$ cat src/rtl/fetch_queue.sv
// Instruction prefetch FIFO between fetch and decode. Holds {instruction, PC+4} pairs,
// drops everything on a taken branch, and shows a NOP to decode when empty.
module fetch_queue #(
    parameter int unsigned DEPTH = 4,
    parameter int unsigned WIDTH = 32
) (
    input  logic                       clk,
    input  logic                       reset,
    input  logic                       flush,
    input  logic                       in_valid,
    input  logic [WIDTH-1:0]           in_instruction,
    input  logic [WIDTH-1:0]           in_incremented_pc,
    output logic                       in_ready,
    output logic                       out_valid,
    output logic [WIDTH-1:0]           out_instruction,
    output logic [WIDTH-1:0]           out_incremented_pc,
    input  logic                       out_ready,
    output logic [$clog2(DEPTH):0]     count
);

    localparam int unsigned AW = $clog2(DEPTH);
    localparam int unsigned CW = AW + 1;

    logic [WIDTH-1:0] instr_mem [DEPTH];
    logic [WIDTH-1:0] pc_mem    [DEPTH];

    logic [AW-1:0] wr_ptr_q, wr_ptr_d;
    logic [AW-1:0] rd_ptr_q, rd_ptr_d;
    logic [CW-1:0] count_q, count_d;
    logic          push, pop;

    // Readiness depends on registered count only, so a full queue refuses a push
    // even when decode pops in the same cycle.
    assign in_ready  = (count_q != CW'(DEPTH));
    assign out_valid = (count_q != '0);
    assign push      = in_valid & in_ready;
    assign pop       = out_valid & out_ready;
    assign count     = count_q;

    assign out_instruction    = out_valid ? instr_mem[rd_ptr_q] : '0;
    assign out_incremented_pc = out_valid ? pc_mem[rd_ptr_q]    : '0;

    always_comb begin
        wr_ptr_d = wr_ptr_q;
        rd_ptr_d = rd_ptr_q;
        count_d  = count_q;
        if (flush) begin
            // Incoming fetch is wrong-path; discard it along with the buffered entries.
            wr_ptr_d = '0;
            rd_ptr_d = '0;
            count_d  = '0;
        end else begin
            if (push) wr_ptr_d = wr_ptr_q + AW'(1);
            if (pop)  rd_ptr_d = rd_ptr_q + AW'(1);
            case ({push, pop})
                2'b10:   count_d = count_q + CW'(1);
                2'b01:   count_d = count_q - CW'(1);
                default: count_d = count_q;
            endcase
        end
    end

    always_ff @(posedge clk) begin
        if (reset) begin
            wr_ptr_q <= '0;
            rd_ptr_q <= '0;
            count_q  <= '0;
        end else begin
            wr_ptr_q <= wr_ptr_d;
            rd_ptr_q <= rd_ptr_d;
            count_q  <= count_d;
        end
    end

    always_ff @(posedge clk) begin
        if (!reset && !flush && push) begin
            instr_mem[wr_ptr_q] <= in_instruction;
            pc_mem[wr_ptr_q]    <= in_incremented_pc;
        end
    end

endmodule
$ cat config.mk
export PLATFORM = sky130hd
export DESIGN_NAME = fetch_queue
export DESIGN_NICKNAME = d
export VERILOG_FILES = /design/src/rtl/fetch_queue.sv
export SDC_FILE = /design/constraint.sdc
export NUM_CORES = 1
export LEC_CHECK = 0
export CORE_AREA = 2 2 194 196
export CTS_CLUSTER_DIAMETER = 200
export DETAILED_ROUTE_END_ITERATION = 8
export DIE_AREA = 0 0 196 198
export GPL_ROUTABILITY_DRIVEN = 1
export GPL_TIMING_DRIVEN = 0
export SYNTH_ARGS = -nofsm -noshare
export SYNTH_HDL_FRONTEND = slang
export SYNTH_SLANG_ARGS = --single-unit
$ cat constraint.sdc
create_clock -name clk -period 2.7 [get_ports clk]
set_clock_uncertainty 0.2 [all_clocks]
set_input_delay 0.54 -clock clk [delete_from_list [all_inputs] [get_ports clk]]
set_output_delay 0.54 -clock clk [all_outputs]
set_load 0.005 [all_outputs]
; After elaboration in Yosys (flattened, before gate mapping)
; Memory sizes are Yosys's and may differ from the RTL's. A register that Yosys moved wholly into a read port is not among the register bits.
; Cells that the tools add are included.
[classes]
add_sub_neg = 4
n_eq_ne = 3
muxes = 9
bitwise = 2
reduce_logical = 7
[ops]
columns = op, count
row1 = two-way mux 32 bit, 2
row2 = two-way mux 2 bit, 4
row3 = one-hot mux 3 bit (2 select lines), 1
row4 = adder 2 x 1 -> 2 bit (second input constant), 2
row5 = adder 3 x 1 -> 3 bit (second input constant), 1
row6 = != test 3 bit (second input constant), 1
row7 = nonzero test 3 bit, 1
row8 = subtractor 3 x 1 -> 3 bit (second input constant), 1
row9 = bitwise AND 1 bit, 2
row10 = == test 2 x 1 -> 1 bit (second input constant), 1
row11 = == test 2 bit (second input constant), 1
row12 = logical AND 1 bit, 2
row13 = logical NOT 1 bit, 2
row14 = two-way mux 1 bit, 2
row15 = nonzero test 2 bit, 1
row16 = OR reduction 2 bit, 1
[word_totals]
register_bits = 7
ramBits = 256
input_bits = 69
output_inout_bits = 69
n_memories = 2
[memory_table]
columns = name, depth, word_bits, read_ports, rd_clocked_by_memory_dff, write_ports, line
row1 = instr_mem, 4, 32, 1, 1, 1, 24  ; logic [WIDTH-1:0] instr_mem [DEPTH];
row2 = pc_mem, 4, 32, 1, 1, 1, 25  ; logic [WIDTH-1:0] pc_mem [DEPTH];

; Longest topological paths before layout
; Gate-level depths: netlist (run 1).
[logic_depth]
ltp_word = 5
depth_mapped = 10
depth_no_buf = 9

; Worst setup path after synthesis (run 1)
; No wires, ideal clock.
[synth_path]
path_kind = reg2reg
startpoint = register count_q[2], in the netlist count[2]
endpoint = register count_q[2], in the netlist count[2]
t_arrival_ns = 2.361
path_slack_ns = 0.069
stages_incl_launch_ff = 11
path_buffers = 1
synth_period_minus_slack_ns = 2.631
cell_sequence = dfxtp_1 > or3b_4 > and2_4 > buf_6 > inv_1 > ha_1 > inv_1 > fa_1 > xor2_1 > or3_2 > a21oi_1
[synth_between]
elab_chain_cells = 4
elab_cells_between_ends = 10
cone_classes = 2 x add/sub / 3 x eq/ne / 1 x mux / 2 x bitwise / 2 x reduce/logical
[synth_rtl]
columns = element, line
row1 = from (decl), 29  ; logic [CW-1:0] count_q, count_d;
row2 = from (signal assigned), 71  ; count_q <= count_d;
row3 = != test 3 bit (*), 34  ; assign in_ready = (count_q != CW'(DEPTH));
row4 = via in_ready, 13  ; output logic in_ready,
row5 = bitwise AND 1 bit (*), 36  ; assign push = in_valid & in_ready;
row6 = == test 2 x 1 -> 1 bit or == test 2 bit (tied branches), 55  ; case ({push, pop})
row7 = one-hot mux 3 bit (2 select lines) or nonzero test 2 bit (tied branches), n/a
; The timed path passes the listed nets; every way through them passes the cells marked *.
; A chain may end at the register's enable or synchronous reset.

==> impl_metrics.py, run 1 <==
metrics = {
    "yosys": {
        "synth_edf_count": 256,
        "syn_avg_cell_area_sq_um": 22.2,
        "ys_async_sr_fraction_pct": 0,
        "ys_seq_area_share_pct": 77.3,
        "yosys_register_bits": 265,
        "netlist_area_sq_um": 10200,
        "synth_area_leaders": "edfxtp_1 76%, mux4_2 14%, and2_1 3.9%",
        "ys.flop_type": "edfxtp_1",
        "synthTopCellsByCount": "256 x edfxtp_1, 64 x and2_1, 64 x mux4_2",
        "synthCells": 459,
        "syn-num-nets": 534,
        "yosys.area.top_type": "edfxtp_1",
        "yosysWarnings": 0,
        "yosys.area.top_type_share_pct": 75.6,
        "yosysMostFrequentCell": "edfxtp_1",
        "synth.distinct_cells": 27,
    },
    "finish": {
        "fin_nets": 751,
        "multi_input_area_sq_um": 2310,
        "seq_area_sq_um": 7880,
        "drive_above_1_share_pct": 46.1,
        "final_area_sq_um": 13900,
        "fin_util_pct": 37.6,
        "fillCellCount": 3425,
        "n_antenna_cell": 0,
        "area_growth_pct": 36.5,
    },
    "worst_setup_path": {
        "critPathLaunchType": "register",
        "crit_top_cell": "buf_12",
        "critPathRequiredTime_ns": 1.96,
        "r2r_slack_ns": 0.08,
        "crit_slowest_cell": "mux4_2",
        "path_delay_family": "buffers and inverters",
        "slowest_delay_ns": 0.48,
        "path_class": "register to output pin",
        "path_buf_inv": 5,
        "crit_arrival_ns": 2.15,
        "end_kind": "output pin",
        "crit_fanout": 8,
        "crit_chain": "buf_12, buf_12, buf_8, buf_6, mux4_2, and2_4, clkbuf_2",
    },
    "sta": {
        "rsz0062_at_grt": "true",
        "relSlewSlack_pct": 61.4,
        "fmax_mhz": 346,
        "finalHoldWorstSlack_ns": 0.302,
        "finalMaxSlewViolations": 0,
        "finalCritPeriodShare_pct": 107,
        "hold_viol": 0,
        "worstMarginPinSlew_ns": 0.579,
        "setup_viol": 61,
        "setup_slack_ns": -0.189,
        "tns_ns": -6.45,
        "fin_crit_ns": 2.89,
    },
    "place": {
        "numPortBuffers": 137,
        "hpwlAfterDp_um": 12600,
        "gp_congestion": 0.657,
        "dpl_cell_area_sq_um": 12300,
    },
    "detailed_routing": {
        "drtAntennaViolNets": 0,
        "wl_um": 21500,
        "drt_iter0_drc": 185,
        "via_per_inst": 4.34,
        "route.detailed.drc": 0,
        "post_drt_wl_per_cell_um": 18.4,
        "firstDrtPassIters": 4,
        "route.vias.total": 5087,
    },
    "clock_network": {
        "root_buffer": "clkbuf_16",
        "clkSinkCount": 265,
        "cts_tree": "built",
        "cts_hold_buf": 0,
        "path_clk_slew_ns": 0.06,
        "numCtsBuffers": 29,
        "h-tree-depth": 1,
        "clock_latency_ns": 0.54,
        "clk_path_buf_depth": 3,
    },
    "power": {
        "p_per_area_nw_per_um2": 647,
        "seq_power_share_pct": 50.8,
        "p_comb_share_pct": 6.6,
        "p_total_mw": 8.99,
        "switching_share_pct": 20.3,
        "p_sw_mw": 1.83,
        "p_int_mw": 7.16,
        "p_leak_nw": 4.71,
        "ir_worst_vdd_mv": 0.425,
        "clkPwrFrac_pct": 42.6,
    },
    "min_path": {
        "hold_class": "register to register",
    },
    "status": {
        "status": "finished with violations",
        "violations": "setup timing",
    },
    "die": {
        "die_w_um": 196,
        "row_count": 71,
        "coreArea_sq_um": 37000,
        "die_h_um": 198,
        "start_util_pct": 27.5,
        "ios": 138,
        "die_area_sq_um": 38800,
    },
    "run": {
        "drv_cap": 0,
    },
    "global_route": {
        "grt_overflow": 0,
        "grt_pass1_vias": 5214,
        "antenna_found_initial": 0,
        "grt_util_all_layers_pct": 10.7,
        "grt_pass1_wl_um": 31200,
        "grt_max_degree": 36,
    },
}
==> layout by cell type, fill, tap and decap left out, drive strengths merged, types with 3 or more instances in the layout <==
| cell type | instances |
|---|---|
| and2 | 65 |
| and3 | 4 |
| buf | 79 |
| bufinv | 3 |
| clkbuf | 89 |
| clkdlybuf4s50 | 72 |
| clkinv | 14 |
| dfxtp | 9 |
| edfxtp | 256 |
| ha | 5 |
| inv | 8 |
| mux4 | 64 |
| nor2 | 7 |
| xor2 | 4 |
==> what timing repair did <==
action | in CTS | in global routing
resized for setup | 177 | 194
pin swaps | 1 | 63
setup endpoints to repair | 66 | 66
endpoints found under the hold margin | 0 | 0
gates cloned | 0 | 5
setup buffers | 1 | 40
==> worst reg2reg max path, cell delays in order, from the launching register on <==
cell and delay (ns):
dfxtp_4 0.38, or3b_4 0.40, and2_4 0.17, buf_6 0.13, inv_2 0.06, ha_4 0.13
inv_2 0.04, fa_2 0.35, xor2_1 0.15, or3_2 0.42, a21oi_2 0.14
==> cells by family (layout without fill, tap and decap cells) <==
family | count (synthesis) | count (layout) | share of synthesized area [%]
adders and majority gates | 6 | 6 | 0.812
and+or+nand+nor | 83 | 83 | 5.02
DFF | 265 | 265 | 77.3
buffers and inverters | 30 | 269 | 1.80
xor gates and xnor gates | 4 | 4 | 0.344
muxes | 65 | 65 | 14.3
AOI/OAI and AO/OA | 6 | 6 | 0.430
==> metrics by stage <==
step                      instances  setup slack [ns]
final                          1172            -0.189
after global routing           1172            -0.281
after CTS                      1128            -0.462
after detailed placement       1074            -0.642
after global placement         1070            -0.921
after floorplan                 459            0.0694
==> flip-flops by register name (all words and copies together), names as in the netlist, named ones only <==
signal / count
pc_mem: 128
wr_ptr_q: 2
instr_mem: 128
count: 3
rd_ptr_q: 2
==> power by group through the flow <==
stage               sequential [mW]  clock (mW)  combinational [mW]
detailed placement             4.65           0               0.511
global route                   4.57        4.10               0.647
CTS                            4.57        3.94               0.535
global placement               4.65           0               0.499
floorplan                      4.65           0               0.179
finish                         4.57        3.83               0.597
==> layout make-up <==
class	count	area share, %
clock inverter	20	1.31
timing repair buffer	186	13.3
sequential	265	56.7
multi-input combinational	164	16.7
tap	474	4.27
clock buffer	33	5.33
inverter	7	0.189
buffer	23	2.19
==> per-layer routing <==
| metal | routed length [um] | track usage (%) | part of all wire (%) |
|---|---|---|---|
| met1 | 9450 | 13.9 | 44 |
| met2 | 10600 | 18.2 | 49 |
| met3 | 984 | 1.64 | 4.6 |
| met4 | 462 | 3.73 | 2.1 |
| met5 | 0 | 0 | 0 |
==> path summary, 6_finish.rpt <==
kind,start,endpoint,cells past startpoint
worst max-delay path,register,out_incremented_pc[17],7
worst max register to register,count[2],count[2],10
worst min-delay path,wr_ptr_q[0],wr_ptr_q[0],2
worst min register to register,wr_ptr_q[0],wr_ptr_q[0],2
No activity file was read; power rests on OpenSTA's default activity.
==> inputs of run 2 (changes only) <==
ABC_CLOCK_PERIOD_IN_PS = 2700   (was not set)
CORE_AREA = 2 2 148 150   (was 2 2 194 196)
DIE_AREA = 0 0 150 152   (was 0 0 196 198)
PLACE_DENSITY = 0.74   (was not set)
SKIP_CTS_REPAIR_TIMING = 1   (was not set)
==> run 2 against run 1 <==
  * Design area fell by 3.7%
  * Register-to-register slack gained 0.08 ns
  * Clock power fell by 13%
  * Sequential cell count unchanged
  * Critical endpoint is now out_incremented_pc[24]
  * Global-route usage grew 5.3 points
  * The flow still finishes with violations (setup timing)
  * Sequential share of layout area is 2.2 points higher
==> impl_metrics.py, run 2 (synthesis results as in run 1) <==
metrics = {
    "worst_setup_path": {
        "r2r_start": "count[2]",
        "crit_slowest_cell": "mux4_2",
        "path_class": "register to output pin",
        "critPathLaunchType": "register",
        "ff2ff_path_depth": 10,
        "path_buf_inv": 5,
        "crit_fanout": 5,
        "slowest_delay_ns": 0.47,
        "critPathRequiredTime_ns": 1.96,
        "crit_arrival_ns": 2.12,
        "reg2reg_to": "count[2]",
        "path_delay_family": "buffers and inverters",
        "end_kind": "output pin",
        "r2r_slack_ns": 0.16,
        "crit_chain": "buf_6, clkbuf_16, buf_6, clkbuf_16, mux4_2, and2_1, clkbuf_2",
    },
    "detailed_routing": {
        "post_drt_wl_per_cell_um": 20.1,
        "met3_length_um": 1270,
        "wl_met2_um": 9500,
        "wl_met1_um": 8260,
        "top_layer": "met4",
        "firstDrtPassIters": 4,
        "drtAntennaViolNets": 0,
        "drt_iter0_drc": 370,
        "route.detailed.drc": 0,
        "route.vias.total": 5076,
        "wl_um": 19300,
        "via_per_inst": 5.29,
    },
    "sta": {
        "hold_viol": 0,
        "fin_crit_ns": 2.86,
        "rsz0062_at_grt": "true",
        "setup_slack_ns": -0.161,
        "finalCritPeriodShare_pct": 106,
        "setup_viol": 60,
        "worstMarginPinSlew_ns": 0.442,
        "fmax_mhz": 350,
        "finalMaxSlewViolations": 0,
        "relSlewSlack_pct": 70.4,
    },
    "place": {
        "dpl_cell_area_sq_um": 12000,
        "gp_congestion": 0.715,
        "place_ws_ns": -0.403,
        "numPortBuffers": 137,
        "hpwlAfterDp_um": 11200,
    },
    "power": {
        "p_per_area_nw_per_um2": 633,
        "p_total_mw": 8.46,
        "ir_worst_vdd_mv": 0.389,
        "p_leak_nw": 4.57,
    },
    "min_path": {
        "holdPathStages": 2,
        "min_from": "wr_ptr_q[0]",
        "hold-path-endpoint": "wr_ptr_q[0]",
        "hold_class": "register to register",
    },
    "status": {
        "status": "finished with violations",
        "violations": "setup timing",
    },
    "die": {
        "ios": 138,
        "row_count": 54,
        "die_w_um": 150,
        "die_h_um": 152,
        "coreArea_sq_um": 21400,
        "die_area_sq_um": 22800,
        "start_util_pct": 47.7,
    },
    "global_route": {
        "antenna_found_initial": 0,
        "grt_max_degree": 44,
        "grt_util_all_layers_pct": 16.0,
        "grt_pass1_vias": 5181,
        "grt_pass1_wl_um": 28100,
        "grt_overflow": 0,
    },
    "finish": {
        "final_area_sq_um": 13400,
        "fillCellCount": 1522,
        "layout_commonest_cell": "edfxtp_1",
        "layout_common_cells": "256 x edfxtp_1, 73 x clkdlybuf4s50_1, 64 x mux4_2, 58 x and2_4, 51 x clkbuf_2",
        "drive_above_1_share_pct": 44.0,
        "fin_nets": 738,
        "seq_area_sq_um": 7880,
        "multi_input_area_sq_um": 2300,
        "area_growth_pct": 31.5,
    },
    "clock_network": {
        "clock_latency_ns": 0.51,
        "numCtsBuffers": 25,
        "h-tree-depth": 1,
        "root_buffer": "clkbuf_16",
        "clkSinkCount": 265,
        "cts_tree": "built",
        "clk_path_buf_depth": 3,
        "path_clk_slew_ns": 0.06,
    },
    "run": {
        "drv_cap": 0,
    },
}
-- run 2: cell types whose count changed in the layout (fill, tap and decap cells not counted), moves of 4 or more --
| cell | previous run | this run |
|---|---|---|
| buf_12 | 7 | 12 |
| buf_6 | 46 | 28 |
| clkbuf_2 | 45 | 51 |
| buf_4 | 14 | 8 |
| clkbuf_4 | 1 | 7 |
| and2_1 | 3 | 7 |
| and2_4 | 62 | 58 |
-- run 2: worst max-delay path by stage --
stage             start                      to  cells past startpoint
4_1_cts        count[0]      out_instruction[6]                      5
6_report       register  out_incremented_pc[24]                      7
2_1_floorplan  count[2]                count[2]                     10
3_3_place_gp      reset        instr_mem[0][24]                      3
3_5_place_dp   count[0]      out_instruction[6]                      5
5_1_grt        register  out_incremented_pc[24]                      7
-- run 2: tightest hold or removal path, delay by kind of cell, from the launching register on --
kind | cells | cell delay (ns)
flops | 1 | 0.34
mux | 1 | 0.07
simple gates | 1 | 0.07
-- run 2: layout make-up --
cell class,count,share of cell area [%]
plain buffers,23,1.94
inverters,7,0.196
diodes,1,0.0187
repair buffers,177,13.3
clock buffers,32,5.10
clock inverters,11,0.786
well taps,280,2.62
multi-input cells,164,17.2
flip-flops and latches,265,58.9
-- run 2: metrics by stage --
step	utilization (%)	hold WS, ns	instances	setup TNS [ns]
6_report	62.7	0.348	960	-4.34
5_1_grt	62.6	0.386	959	-8.50
4_1_cts	60.0	0.353	923	-49.17
3_5_place_dp	56.3	0.316	880	-20.98
3_3_place_gp	55.7	0.277	876	-182.00
2_1_floorplan	-	0.269	459	0
-- run 2: layer usage --
metal | track usage [%] | vias to the layer above
met2 | 26.1 | 165
met3 | 3.30 | 22
met4 | 3.77 | 0
li1 | - | 2265
met1 | 22.4 | 2624
met5 | 0 | -
-- run 2: power by group --
part | switching (mW) | internal [mW]
combinational | 0.228 | 0.338
clock | 1.37 | 1.96
sequential | 0.0140 | 4.55
total | 1.61 | 6.85
